`config.mk`:
```
export PLATFORM = sky130hd
export DESIGN_NAME = rt_icache
export DESIGN_NICKNAME = d
export VERILOG_FILES = /design/src/rtl/rt_icache_pkg.sv /design/src/rtl/rt_icache_store.sv /design/src/rtl/rt_icache.sv
export SDC_FILE = /design/constraint.sdc
export NUM_CORES = 2
export LEC_CHECK = 0
export CAP_MARGIN = 20
export CORE_MARGIN = 5
export CORE_UTILIZATION = 60
export DETAILED_ROUTE_END_ITERATION = 10
export GPL_TIMING_DRIVEN = 0
export PLACE_DENSITY = 0.77
export SYNTH_ARGS = -nofsm -noshare
export SYNTH_HDL_FRONTEND = slang
export SYNTH_SLANG_ARGS = --single-unit
```
`constraint.sdc`:
```
create_clock -name clk -period 5.3 [get_ports clk]
set_clock_uncertainty 0.2 [all_clocks]
set_input_delay 0.795 -clock clk [delete_from_list [all_inputs] [get_ports clk]]
set_output_delay 0.795 -clock clk [all_outputs]
set_load 0.02 [all_outputs]
```
`src/rtl/rt_icache_pkg.sv`:
```
// Shared types and constants for the RT-Core instruction cache.
package rt_icache_pkg;

   localparam int unsigned LINES_DFLT     = 32;
   localparam int unsigned WORDS_DFLT     = 4;
   localparam int unsigned ADDR_W_DFLT    = 16;
   localparam int unsigned INDEX_W_DFLT   = $clog2(LINES_DFLT);
   localparam int unsigned OFFS_W_DFLT    = $clog2(WORDS_DFLT);
   localparam int unsigned TAG_W_DFLT     = ADDR_W_DFLT - INDEX_W_DFLT - OFFS_W_DFLT;

   // Instruction word returned whenever there is no hit.
   localparam logic [15:0] RT_NOP = 16'hF000;

   typedef enum logic [1:0] {
      StIdle,
      StRefill,
      StInval
   } state_e;

endpackage

```
`src/rtl/rt_icache_store.sv`:
```
// Valid/tag/data flop arrays with a combinational read port.
module rt_icache_store
   import rt_icache_pkg::*;
#(
   parameter int unsigned LINES          = LINES_DFLT,
   parameter int unsigned WORDS_PER_LINE = WORDS_DFLT,
   parameter int unsigned TAG_W          = TAG_W_DFLT,
   parameter int unsigned INDEX_W        = $clog2(LINES),
   parameter int unsigned OFFS_W         = $clog2(WORDS_PER_LINE)
) (
   input  logic               clk,
   input  logic               rst_n,
   input  logic [INDEX_W-1:0] rd_index,
   input  logic [OFFS_W-1:0]  rd_offs,
   output logic               rd_valid,
   output logic [TAG_W-1:0]   rd_tag,
   output logic [15:0]        rd_word,
   input  logic               wr_en,
   input  logic [INDEX_W-1:0] wr_index,
   input  logic [OFFS_W-1:0]  wr_offs,
   input  logic [15:0]        wr_word,
   input  logic               set_en,
   input  logic [INDEX_W-1:0] set_index,
   input  logic [TAG_W-1:0]   set_tag,
   input  logic               inv_all
);

   logic [LINES-1:0] valid_q;
   logic [TAG_W-1:0] tag_q  [LINES];
   logic [15:0]      data_q [LINES][WORDS_PER_LINE];

   // Valid bits: the only reset state; global clear wins over a set.
   always_ff @(posedge clk or negedge rst_n) begin
      if (!rst_n) begin
         valid_q <= '0;
      end else if (inv_all) begin
         valid_q <= '0;
      end else if (set_en) begin
         valid_q[set_index] <= 1'b1;
      end
   end

   // Tag and data storage, deliberately not reset.
   always_ff @(posedge clk) begin
      if (set_en) begin
         tag_q[set_index] <= set_tag;
      end
      if (wr_en) begin
         data_q[wr_index][wr_offs] <= wr_word;
      end
   end

   assign rd_valid = valid_q[rd_index];
   assign rd_tag   = tag_q[rd_index];
   assign rd_word  = data_q[rd_index][rd_offs];

endmodule

```
`src/rtl/rt_icache.sv`:
```
// Direct-mapped instruction cache serving the RT-Core fetch port, refilling from program ROM.
module rt_icache
   import rt_icache_pkg::*;
#(
   parameter int unsigned LINES          = LINES_DFLT,
   parameter int unsigned WORDS_PER_LINE = WORDS_DFLT,
   parameter int unsigned ADDR_W         = ADDR_W_DFLT
) (
   input  logic              clk,
   input  logic              rst_n,
   input  logic              icache_req,
   input  logic [ADDR_W-1:0] icache_addr,
   output logic [15:0]       icache_data,
   output logic              icache_ready,
   output logic              rom_req,
   output logic [ADDR_W-1:0] rom_addr,
   input  logic [15:0]       rom_rdata,
   input  logic              rom_valid,
   input  logic              inv_req,
   output logic              inv_busy,
   output logic [31:0]       hit_count,
   output logic [31:0]       miss_count
);

   localparam int unsigned INDEX_W = $clog2(LINES);
   localparam int unsigned OFFS_W  = $clog2(WORDS_PER_LINE);
   localparam int unsigned TAG_W   = ADDR_W - INDEX_W - OFFS_W;

   localparam logic [OFFS_W-1:0] LAST_WORD = OFFS_W'(WORDS_PER_LINE - 1);

   state_e               state_q, state_d;
   logic [TAG_W-1:0]     refill_tag_q, refill_tag_d;
   logic [INDEX_W-1:0]   refill_idx_q, refill_idx_d;
   logic [OFFS_W-1:0]    cnt_q, cnt_d;
   logic                 inv_pend_q, inv_pend_d;
   logic [31:0]          hit_count_q, hit_count_d;
   logic [31:0]          miss_count_q, miss_count_d;

   logic [OFFS_W-1:0]    req_offs;
   logic [INDEX_W-1:0]   req_idx;
   logic [TAG_W-1:0]     req_tag;
   logic                 rd_valid;
   logic [TAG_W-1:0]     rd_tag;
   logic [15:0]          rd_word;
   logic                 hit;
   logic                 miss_start;
   logic                 wr_en;
   logic                 set_en;
   logic                 inv_all;

   assign req_offs = icache_addr[OFFS_W-1:0];
   assign req_idx  = icache_addr[OFFS_W +: INDEX_W];
   assign req_tag  = icache_addr[ADDR_W-1 -: TAG_W];

   rt_icache_store #(
      .LINES          (LINES),
      .WORDS_PER_LINE (WORDS_PER_LINE),
      .TAG_W          (TAG_W),
      .INDEX_W        (INDEX_W),
      .OFFS_W         (OFFS_W)
   ) u_store (
      .clk       (clk),
      .rst_n     (rst_n),
      .rd_index  (req_idx),
      .rd_offs   (req_offs),
      .rd_valid  (rd_valid),
      .rd_tag    (rd_tag),
      .rd_word   (rd_word),
      .wr_en     (wr_en),
      .wr_index  (refill_idx_q),
      .wr_offs   (cnt_q),
      .wr_word   (rom_rdata),
      .set_en    (set_en),
      .set_index (refill_idx_q),
      .set_tag   (refill_tag_q),
      .inv_all   (inv_all)
   );

   assign hit          = icache_req && rd_valid && (rd_tag == req_tag) && (state_q == StIdle);
   assign icache_ready = hit;
   assign icache_data  = hit ? rd_word : RT_NOP;
   assign rom_req      = (state_q == StRefill);
   assign rom_addr     = {refill_tag_q, refill_idx_q, cnt_q};
   assign inv_busy     = inv_pend_q || (state_q == StInval);
   assign hit_count    = hit_count_q;
   assign miss_count   = miss_count_q;

   // Next-state: invalidate beats a miss; a refill always runs to its last word.
   always_comb begin
      state_d      = state_q;
      refill_tag_d = refill_tag_q;
      refill_idx_d = refill_idx_q;
      cnt_d        = cnt_q;
      inv_pend_d   = inv_pend_q || inv_req;
      miss_start   = 1'b0;
      wr_en        = 1'b0;
      set_en       = 1'b0;
      inv_all      = 1'b0;
      unique case (state_q)
         StIdle: begin
            if (inv_req || inv_pend_q) begin
               state_d = StInval;
            end else if (icache_req && !hit) begin
               refill_tag_d = req_tag;
               refill_idx_d = req_idx;
               cnt_d        = '0;
               miss_start   = 1'b1;
               state_d      = StRefill;
            end
         end
         StRefill: begin
            if (rom_valid) begin
               wr_en = 1'b1;
               cnt_d = cnt_q + OFFS_W'(1);
               if (cnt_q == LAST_WORD) begin
                  set_en = 1'b1;
                  // Straight to INVAL so a discarded line is never seen as a hit.
                  state_d = (inv_pend_q || inv_req) ? StInval : StIdle;
               end
            end
         end
         StInval: begin
            inv_all    = 1'b1;
            inv_pend_d = 1'b0;
            state_d    = StIdle;
         end
         default: begin
            state_d = StIdle;
         end
      endcase
   end

   // Saturating event counters.
   always_comb begin
      hit_count_d  = hit_count_q;
      miss_count_d = miss_count_q;
      if (hit && (hit_count_q != 32'hFFFF_FFFF)) begin
         hit_count_d = hit_count_q + 32'd1;
      end
      if (miss_start && (miss_count_q != 32'hFFFF_FFFF)) begin
         miss_count_d = miss_count_q + 32'd1;
      end
   end

   // Control and counter state.
   always_ff @(posedge clk or negedge rst_n) begin
      if (!rst_n) begin
         state_q      <= StIdle;
         refill_tag_q <= '0;
         refill_idx_q <= '0;
         cnt_q        <= '0;
         inv_pend_q   <= 1'b0;
         hit_count_q  <= '0;
         miss_count_q <= '0;
      end else begin
         state_q      <= state_d;
         refill_tag_q <= refill_tag_d;
         refill_idx_q <= refill_idx_d;
         cnt_q        <= cnt_d;
         inv_pend_q   <= inv_pend_d;
         hit_count_q  <= hit_count_d;
         miss_count_q <= miss_count_d;
      end
   end

endmodule
```
==> summary.txt <==
Power and ir drop
  • Share of power burned in registers: 51.7%
  • Clock Power Share: 39.8%
  • Leakage Power: 36.30 nW
  • Combinational power share: around 8.5%
  • Cell Pwr Density: 379.3 nW/um^2
  • PnR Total Power: 42.67 mW
  • Peak supply drop: 0.4154 mV
  • Switch Pwr: 10.35 mW
  • Switching share of power: between 20% and 30%
  • Internal cell power: ~32 mW

Clocking
  • Sink Count: ~2.5k
  • CTS root buffer: clkbuf_16
  • TritonCTS clock tree: built
  • Clock Tree Buf Depth: 3
  • TritonCTS buffer count: 229
  • H-Tree Depth: 4
  • Worst-Skew Late Latency: between 0.8 and 0.9 ns
  • Clock-pin slew on the worst setup and hold paths: roughly 0.07 ns

Synthesis
  • Unique masters post-synth: 59
  • Syn Area/Cell: 22.91 sq um
  • Post-Syn Area: 95200 sq um
  • Post-synth top area cell: edfxtp_1
  • Most common cell in the synthesized netlist: edfxtp_1
  • Asr flop ratio synth: 4.692%
  • Mapped Nets: around 4.2k
  • Mux cell area share after synthesis: 18.33%
  • Yosys warning count: 0
  • Synth Area in Compound Gates: 0.7268%
  • Post-synth top area share: 73.68%
  • Largest family of logic cells by synthesized area: multiplexers
  • Number of flops mapped to enable cells by yosys: 2336
  • Synthesized instance count: slightly above 4k
  • Synth top area cells: edfxtp_1, mux4_2, dfrtp_1, nor2_1, mux2i_1
  • Simple-Gate Fraction of Synth Area: 2.375%
  • Flops & latches, synth: 2451
  • Synth Area in XOR/XNOR: 0.5980%
  • Synth cell count leaders: edfxtp_1, mux4_2, nor2_1
  • Register area share after synthesis: 76.70%
  • Post-synthesis adder-cell area fraction: 0.07885%
  • Top FF cell, synth: edfxtp_1

Placed design
  • Hpwl dp: 172300 um
  • GPL Wtd Cong: 0.9163
  • IO Port Bufs: 130
  • Cells after DPL: between 6k and 7k
  • Post-DP Area: slightly above 100000 sq um

Die
  • Core ar.: 158000 sq um
  • I/O pins: 136
  • Row count: around 150
  • Die height: 408.3 um
  • Starting Density: 60.25%
  • Full die area: approximately 170000 sq um
  • Die Width: between 400 and 500 um

Status
  • Failing checks: setup timing
  • Outcome: complete, but fails checks

Timing
  • Final setup margin: -0.2372 ns
  • Final hold vios: 0
  • RSZ-0062 raised after global routing: yes
  • Rel. slew slack: between 15 and 20%
  • WHS: 0.09219 ns
  • Tmin final: 5.537 ns
  • Final setup vio count: 16
  • Pins over their slew limit: 0
  • Setup tns final: -1.986 ns
  • Slew at the pin closest to its max-slew limit: roughly 1.2 ns
  • Fin crit share: 104.5%
  • Max Fclk: ~0.18 GHz

Routing
  • Wire per inst: 44.20 um
  • # DRC: 0
  • Via count: 53.07k
  • Detail Route Antenna Nets: 0
  • Total Wirelength: 311700 um
  • First drt pass iteration count: 9
  • Initial drt markers: 10.26k
  • Vias per cell: 7.524

Critical path
  • Data arrival time of the critical path: 4.54 ns
  • Most Frequent Cell on Critical Path: buf_12
  • Critical Path End Type: output pin
  • CP startpoint kind: input port
  • CP Class: input port to output pin
  • CP top delay family: multiplexers
  • Crit path largest cell delay: between 0.6 and 0.7 ns
  • Slowest cell on crit path: mux4_2
  • Worst Path Max Fanout: 7
  • Critical-path cell list: buf_12 > buf_12 > buf_12 > buf_12 > buf_16 > buf_12 > buf_16 > buf_4 > buf_12 > mux4_2 > mux4_2 > mux4_2 > mux2i_4 > nor2_2 > buf_6
  • Bufs and invs on worst path: 10
  • Req. time, crit path: 4.30 ns

GRT
  • Total gr overflow: 0
  • Antenna violations before repair: 23
  • Gr usage total: 36.15%
  • First-pass GRT wire length: 415600 um
  • Vias in the first global route: 52.05k
  • Largest net degree at the start of global routing: 113

Cells and area
  • Area grow syn2layout: 18.16%
  • Non-Filler Instances: 7053
  • Design area: 112500 sq um
  • Final nets: 4812
  • Layout cells sized above 1: 34.74%

Hold path
  • Min-Delay Path Class: input port to flip-flop

Run
  • # Max-Cap Violations: 0
==> cell type report <==
type | count | area [sq um]
Clock inverter | 127 | 1458
Multi-Input combinational cell | 1471 | 21710
Sequential cell | 2451 | 73030
Clock buffer | 301 | 6132
Tap cell | 2072 | 2592
Fill cell | 8394 | 45520
Buffer | 220 | 2367
Antenna cell | 15 | 37.54
Inverter | 8 | 30.03
Timing Repair Buffer | 388 | 5134
==> cell usage in the layout (no fill, tap or decap), types with 15 or more instances in the layout <==
| cell | synthesis | routed |
|---|---|---|
| and3_1 | 36 | 36 |
| diode_2 | 0 | 15 |
| clkdlybuf4s50_1 | 0 | 94 |
| clkinv_1 | 0 | 41 |
| nor3_1 | 24 | 24 |
| mux4_2 | 736 | 736 |
| mux2i_4 | 0 | 16 |
| clkbuf_1 | 100 | 94 |
| nand2_1 | 92 | 90 |
| buf_8 | 2 | 124 |
| clkbuf_8 | 0 | 26 |
| buf_2 | 60 | 25 |
| xnor2_1 | 30 | 30 |
| mux2_2 | 22 | 22 |
| clkbuf_2 | 0 | 20 |
| buf_16 | 0 | 47 |
| bufinv_16 | 0 | 24 |
| nor2_1 | 201 | 65 |
| o21a_1 | 34 | 34 |
| nand3_1 | 46 | 46 |
| clkbuf_16 | 0 | 238 |
| buf_6 | 9 | 62 |
| mux2i_1 | 62 | 46 |
| nor2_2 | 1 | 133 |
| clkinv_2 | 0 | 33 |
| clkbuf_4 | 0 | 25 |
| buf_4 | 23 | 94 |
| dfrtp_1 | 115 | 115 |
| xor2_1 | 35 | 35 |
| nor2b_1 | 20 | 17 |
| edfxtp_1 | 2336 | 2336 |
| buf_12 | 0 | 47 |
| nand4_1 | 19 | 19 |
==> registers in the layout, indices dropped and copies added, names as in the netlist <==
| register | count |
|---|---|
| cnt_q | 2 |
| hit_count | 32 |
| inv_pend_q | 1 |
| miss_count | 32 |
| refill_idx_q | 5 |
| refill_tag_q | 9 |
| state_q | 2 |
| u_store.data_q | 2048 |
| u_store.tag_q | 288 |
| u_store.valid_q | 32 |
==> metrics by stage <==
step / setup slack (ns) / util [%]
after global routing: -0.2007 / 71.17
final: -0.2372 / 71.19
after detailed placement: -3.249 / 64.64
after floorplan: 0.4421 / -
after global placement: -3.406 / 62.71
after CTS: -0.1523 / 70.88
==> worst register-to-register path, stage by stage (launching register included) <==
cell and delay (ns):
dfrtp_1 0.63, ha_1 0.25, nand3_1 0.65, clkbuf_1 0.52
buf_1 0.49, nor2_2 0.92, buf_8 0.27
==> logic make-up after synthesis <==
kind of cell | Yosys count
flops | 2451
mux | 821
simple gates | 485
buf+inv | 233
compound gates | 94
xor+xnor | 65
fa+ha+maj | 6
==> worst paths after layout <==
| kind | start | to | slack (ns) | cells after the start |
|---|---|---|---|---|
| setup reg to reg | cnt_q[0]$_DFFE_PN0P_ | u_store.data_q[18][5]$_DFFE_PP_ | 1.05 | 6 |
| hold reg to reg | miss_count[16]$_DFFE_PN0P_ | miss_count[16]$_DFFE_PN0P_ | 0.28 | 1 |
| max in group asynchronous | rst_n | u_store.valid_q[24]$_DFFE_PN0P_ | 3.91 | 3 |
| setup / recovery | icache_addr[2] | icache_data[4] | -0.24 | 15 |
| min in group asynchronous | rst_n | miss_count[29]$_DFFE_PN0P_ | 0.22 | 2 |
| hold / removal | rom_rdata[13] | u_store.data_q[14][13]$_DFFE_PP_ | 0.09 | 1 |
==> metal layers <==
layer  wire length [um]  vias to the layer above  GRT usage (%)  share of wire [%]
met5                120                        -              0              0.038
met4              30690                       14          25.56                9.8
met1              92930                    26960          45.15                 30
li1                   -                    18810              -                  -
met2             144800                     5898          54.89                 46
met3              43220                     1387          10.92                 14
==> power groups by stage <==
stage / Sequential [mW] / Combinational (mW) / Clock (mW)
6_report: 22.1 / 3.61 / 17.0
4_1_cts: 22.1 / 3.21 / 16.7
3_3_place_gp: 22.6 / 2.73 / 0
2_1_floorplan: 22.4 / 1.36 / 0
5_1_grt: 22.1 / 3.62 / 17.9
3_5_place_dp: 22.5 / 2.90 / 0
==> timing repair <==
action | CTS | global route
cloned | 6 | 3
setup endpoints to repair | 17 | 16
gates resized for setup | 552 | 64
endpoints found under the hold margin | 45 | 0
setup buffers | 53 | 23
pin swaps | 8 | 3
hold buffers | 1 | 0
(Power assumes the default switching activity.)
